<file path="config.mk">
export PLATFORM = sky130hd
export DESIGN_NAME = hazard_ctrl
export DESIGN_NICKNAME = d
export VERILOG_FILES = /design/src/rtl/hazard_ctrl.sv
export SDC_FILE = /design/constraint.sdc
export NUM_CORES = 1
export LEC_CHECK = 0
export CORE_MARGIN = 2
export CORE_UTILIZATION = 35
export CTS_BUF_LIST = sky130_fd_sc_hd__clkbuf_8
export CTS_CLUSTER_DIAMETER = 200
export DETAILED_ROUTE_END_ITERATION = 6
export PLACE_DENSITY = 0.72
export SYNTH_ARGS = -nofsm -noshare
export SYNTH_HDL_FRONTEND = slang
export SYNTH_SLANG_ARGS = --single-unit
</file>
<file path="constraint.sdc">
create_clock -name clk -period 3.4 [get_ports clk]
set_input_delay 0.85 -clock clk [delete_from_list [all_inputs] [get_ports clk]]
set_output_delay 0.85 -clock clk [all_outputs]
set_load 0.01 [all_outputs]
</file>
<file path="src/rtl/hazard_ctrl.sv">
// hazard_ctrl: pipeline stall/flush generation, EX operand forwarding,
// data-memory wait tracking with timeout detection, and performance counters.
module hazard_ctrl #(
  parameter int unsigned MEM_TIMEOUT = 16,
  parameter int unsigned CNT_W       = 32
) (
  input  logic             clk,
  input  logic             rst,
  input  logic [4:0]       rs1_D,
  input  logic [4:0]       rs2_D,
  input  logic [4:0]       rs1_E,
  input  logic [4:0]       rs2_E,
  input  logic [4:0]       rd_E,
  input  logic             reg_write_E,
  input  logic             result_src_E,
  input  logic             pc_src_E,
  input  logic [4:0]       rd_M,
  input  logic             reg_write_M,
  input  logic [4:0]       rd_W,
  input  logic             reg_write_W,
  input  logic             mreq_M,
  input  logic             dmem_ack,
  output logic             stall_F,
  output logic             stall_D,
  output logic             stall_E,
  output logic             stall_M,
  output logic             flush_D,
  output logic             flush_E,
  output logic             flush_W,
  output logic [1:0]       forward_a_E,
  output logic [1:0]       forward_b_E,
  output logic             mem_err,
  output logic [CNT_W-1:0] stall_cycles,
  output logic [CNT_W-1:0] flush_events
);

  localparam int unsigned WAIT_W = $clog2(MEM_TIMEOUT + 1);
  localparam logic [WAIT_W-1:0] WAIT_MAX = WAIT_W'(MEM_TIMEOUT);

  localparam logic [1:0] FWD_RF  = 2'b00;
  localparam logic [1:0] FWD_WB  = 2'b01;
  localparam logic [1:0] FWD_MEM = 2'b10;

  typedef enum logic {
    S_IDLE = 1'b0,
    S_WAIT = 1'b1
  } state_t;

  state_t            state;
  state_t            state_next;
  logic [WAIT_W-1:0] wait_cnt;
  logic [WAIT_W-1:0] wait_next;
  logic              err_set;
  logic              mem_stall;
  logic              load_use;

  assign mem_stall = mreq_M & ~dmem_ack;

  assign load_use = reg_write_E & result_src_E & (rd_E != 5'd0) &
                    ((rd_E == rs1_D) | (rd_E == rs2_D));

  // Prioritised stall/flush: memory wait freezes everything, then redirect, then load-use.
  always_comb begin
    stall_F = 1'b0;
    stall_D = 1'b0;
    stall_E = 1'b0;
    stall_M = 1'b0;
    flush_D = 1'b0;
    flush_E = 1'b0;
    flush_W = 1'b0;
    if (!rst) begin
      if (mem_stall) begin
        // EX is frozen, so redirect and load-use get re-evaluated after release.
        stall_F = 1'b1;
        stall_D = 1'b1;
        stall_E = 1'b1;
        stall_M = 1'b1;
        flush_W = 1'b1;
      end else if (pc_src_E) begin
        // The ID instruction is on the wrong path, so any load-use match is moot.
        flush_D = 1'b1;
        flush_E = 1'b1;
      end else if (load_use) begin
        stall_F = 1'b1;
        stall_D = 1'b1;
        flush_E = 1'b1;
      end
    end
  end

  // Operand forwarding selects; the younger MEM result wins over WB.
  always_comb begin
    forward_a_E = FWD_RF;
    forward_b_E = FWD_RF;
    if (reg_write_M && (rd_M != 5'd0) && (rd_M == rs1_E)) begin
      forward_a_E = FWD_MEM;
    end else if (reg_write_W && (rd_W != 5'd0) && (rd_W == rs1_E)) begin
      forward_a_E = FWD_WB;
    end
    if (reg_write_M && (rd_M != 5'd0) && (rd_M == rs2_E)) begin
      forward_b_E = FWD_MEM;
    end else if (reg_write_W && (rd_W != 5'd0) && (rd_W == rs2_E)) begin
      forward_b_E = FWD_WB;
    end
  end

  // Memory-wait FSM next state and saturating wait counter.
  always_comb begin
    state_next = state;
    wait_next  = wait_cnt;
    case (state)
      S_IDLE: begin
        if (mem_stall) begin
          state_next = S_WAIT;
          wait_next  = WAIT_W'(1);
        end
      end
      S_WAIT: begin
        if (mem_stall) begin
          if (wait_cnt != WAIT_MAX) begin
            wait_next = wait_cnt + WAIT_W'(1);
          end
        end else begin
          state_next = S_IDLE;
          wait_next  = '0;
        end
      end
      default: begin
        state_next = S_IDLE;
        wait_next  = '0;
      end
    endcase
    err_set = (wait_next == WAIT_MAX);
  end

  // State, sticky timeout flag and saturating performance counters.
  always_ff @(posedge clk) begin
    if (rst) begin
      state        <= S_IDLE;
      wait_cnt     <= '0;
      mem_err      <= 1'b0;
      stall_cycles <= '0;
      flush_events <= '0;
    end else begin
      state    <= state_next;
      wait_cnt <= wait_next;
      if (err_set) begin
        mem_err <= 1'b1;
      end
      if (stall_F && (stall_cycles != '1)) begin
        stall_cycles <= stall_cycles + CNT_W'(1);
      end
      if (flush_D && (flush_events != '1)) begin
        flush_events <= flush_events + CNT_W'(1);
      end
    end
  end

endmodule

</file>
==> reports/metrics.yaml <==
detailed_routing:
  wl_met2_um: 5684
  postRouteAntennaNets: 0
  wl_met3_um: 537
  drtIter0Drc: 262
  wl_um: 11450
  drc_errors: 0
  wl_per_cell_um: 14.81
  vias: 4163
  topRoutingLayerUsed: "met4"
  first_pass_iters: 4
  wl_met1_um: 5022
  vias_per_cell: 5.386
grt:
  grt_max_degree: 70
  grt-ovfl-total: 0
  grt_pass1_wl_um: 19110
  grtUsageTotal: 0.1856
  first_global_vias: 4036
  grt_antenna_before_repair: 0
timing:
  min_period_over_period: 0.9924
  min_period_ps: 3374
  slew_violations: 0
  fin_skew_ps: 11.85
  finalSetupViolCount: 0
  hold_viol: 0
  max_freq_mhz: 296.4
  tightest_slew_ps: 1014
  slew_headroom: 0.3183
  fin_ws_ps: 25.97
floorplan:
  io_pins: 120
  num_rows: 39
  die_h_um: 110.9
  initial_core_util: 0.3551
  die_area_mm2: 0.01231
  fp.dieW_um: 110.9
  core_mm2: 0.01127
yosys:
  synth_compound_area_frac: 0.1372
  synth-seq-cells: 71
  synth_seq_area_share: 0.3551
  async_flop_share: 0
  ys.flop_type: "dfxtp_1"
  yosys.area_share.simple: 0.3167
  synth_most_common_cell: "dfxtp_1"
  syn_inst: 488
  synth_area_mm2: 0.004003
  yosysTopAreaCell: "dfxtp_1"
  synth_edf_count: 0
  synth_xor_area_frac: 0.1225
  synth_top_family_by_area: "simple AND/OR/NAND/NOR gates"
  syn_avg_cell_area_um2: 8.202
  synthTopCellsByArea: "dfxtp_1 (36%), xnor2_1 (6.1%), xor2_1 (6.1%), a21oi_1 (4.8%), nor2_1 (4.0%)"
  synth-warning-count: 0
  synth_top_area_share: 0.3551
  synth_nets: 536
  muxShareOfSynthArea: 0.01594
  synth.distinct_cells: 52
  yosys.area_share.adder: 0.01250
  netlist_top_cells_count: "dfxtp_1 (71), nor2_1 (43), a21oi_1 (38), nand2_1 (33), nand3_1 (29)"
power:
  power.share.clock: 0.390
  power.leakage_nw: 1.983
  peakVddDrop_mv: 0.1621
  p_sw_frac: 0.2499
  power.density_mw_per_mm2: 296.0
  pwr-share-seq: 0.494
  combPwrFrac: 0.116
  p_int_mw: 1.274
  switchingPower_uw: 424.5
placed_design:
  io_buffers: 119
  placed_cells: 753
  gp_congestion: 0.9395
  dp_slack_ps: -607.6
  place_area_mm2: 0.005464
  dpl.hpwl_um: 8308
finish:
  nets: 673
  final_util: 0.5090
  instances_no_fill: 773
  postLayoutCellArea_mm2: 0.005738
  layout-drive-gt1-share: 0.1206
  regArea_mm2: 0.001421
  multiInputGateArea_mm2: 0.002487
  diodes: 0
  synthToLayoutAreaGrowth_pct: 43.36
  fill_cells: 1082
critical_path:
  criticalPathCategory: "input port to primary output"
  worstPathMaxFanout: 2
  cp-end-kind: "primary output"
  start_kind: "input port"
  critPathArrivalTime_ps: 2520
  cp_data_required_time_ps: 2550
cts:
  cts_tree: "done"
  cts.sinks: 71
  cts_max_level: 3
  cts-root-buf: "clkbuf_8"
  clockBufferDepth: 2
  clkTransAtPathRegs_ps: 70
  clock_latency_ps: 360
  numCtsBuffers: 9
status:
  status: "completed"
flow_run:
  drv_cap: 0
worst_hold_path:
  hold_class: "register to register"
placed cells by master (no fill, tap or decap), types with 7 or more instances in the layout:
cell	instances
clkdlybuf4s50_1	102
dfxtp_1	71
nor2_1	42
a21oi_1	37
nand2_1	33
buf_4	31
nand3_1	29
xnor2_1	28
xor2_1	28
o21ai_0	23
or3_1	23
nand4_1	21
o31ai_1	15
or4_1	13
inv_1	10
and4_1	10
and3_1	9
clkbuf_8	9
nor3_1	8
dlymetal6s2s_1	7
sequential cells by signal, summed over array words and instances, names as in the netlist:
register,flops
flush_events,32
mem_err,1
stall_cycles,32
state,1
wait_cnt,5
final cells by class:
type / count / area share
clock buffer: 9 / 0.02159
clock inverter: 7 / 0.01134
inverter: 9 / 0.005887
multi-input combinational: 383 / 0.4335
sequential: 71 / 0.2477
tap: 143 / 0.03118
timing repair buffer: 151 / 0.2488
cell families (layout without fill, tap and decap cells):
logic type,Yosys count,in the layout
AND/OR/NAND/NOR,226,226
AO/OA/AOI/OAI,91,91
flip-flops,71,71
XOR/XNOR,56,56
buffers and inverters,34,176
multiplexers,6,6
adder cells (fa/ha/maj),4,4
power by group through the flow:
stage | clock network (mW) | registers, mW | logic, mW
after floorplan | 0 | 0.858 | 0.0760
after global placement | 0 | 0.858 | 0.182
after detailed placement | 0 | 0.859 | 0.187
after CTS | 0.685 | 0.839 | 0.195
after global routing | 0.718 | 0.840 | 0.213
final | 0.663 | 0.839 | 0.197
worst max-delay path: stages:
cell and delay [ps]:
clkdlybuf4s50_1 440, or4_4 430, o21ai_2 150, buf_4 140
nor4_4 50, nor4_4 290, buf_2 170
final timing paths:
| kind | start | endpoint | slack (ps) | cells past startpoint |
|---|---|---|---|---|
| worst max-delay path | rd_M[4] | forward_a_E[0] | 30 | 7 |
| worst min-delay path | mem_err | mem_err | 480 | 1 |
| worst max register to register | flush_events[6] | flush_events[16] | 770 | 6 |
| worst min register to register | mem_err | mem_err | 480 | 1 |
routing by layer:
metal,global-route usage,up-vias
met5,0,-
met4,0.06917,0
met3,0.04429,19
met2,0.3231,117
met1,0.2219,1951
li1,-,2076
timing repair:
| action | CTS | global route |
|---|---|---|
| gates resized for setup | 36 | 11 |
| hold endpoints to repair | 0 | 0 |
| buffers inserted | 2 | 2 |
| pin swaps | 5 | 6 |
| hold buffers | 0 | 0 |
| endpoints found under the setup margin | 7 | 7 |
per-stage QoR:
| step | hold WS (ps) | setup TNS, ps | total power, mW |
|---|---|---|---|
| 2_1_floorplan | 458.7 | 0 | 0.9341 |
| 3_3_place_gp | 472.1 | -2044 | 1.041 |
| 3_5_place_dp | 469.0 | -2599 | 1.046 |
| 4_1_cts | 485.9 | -48.01 | 1.719 |
| 5_1_grt | 509.6 | -12.32 | 1.770 |
| 6_report | 475.9 | 0 | 1.699 |
No activity file was read; power rests on OpenSTA's default activity.
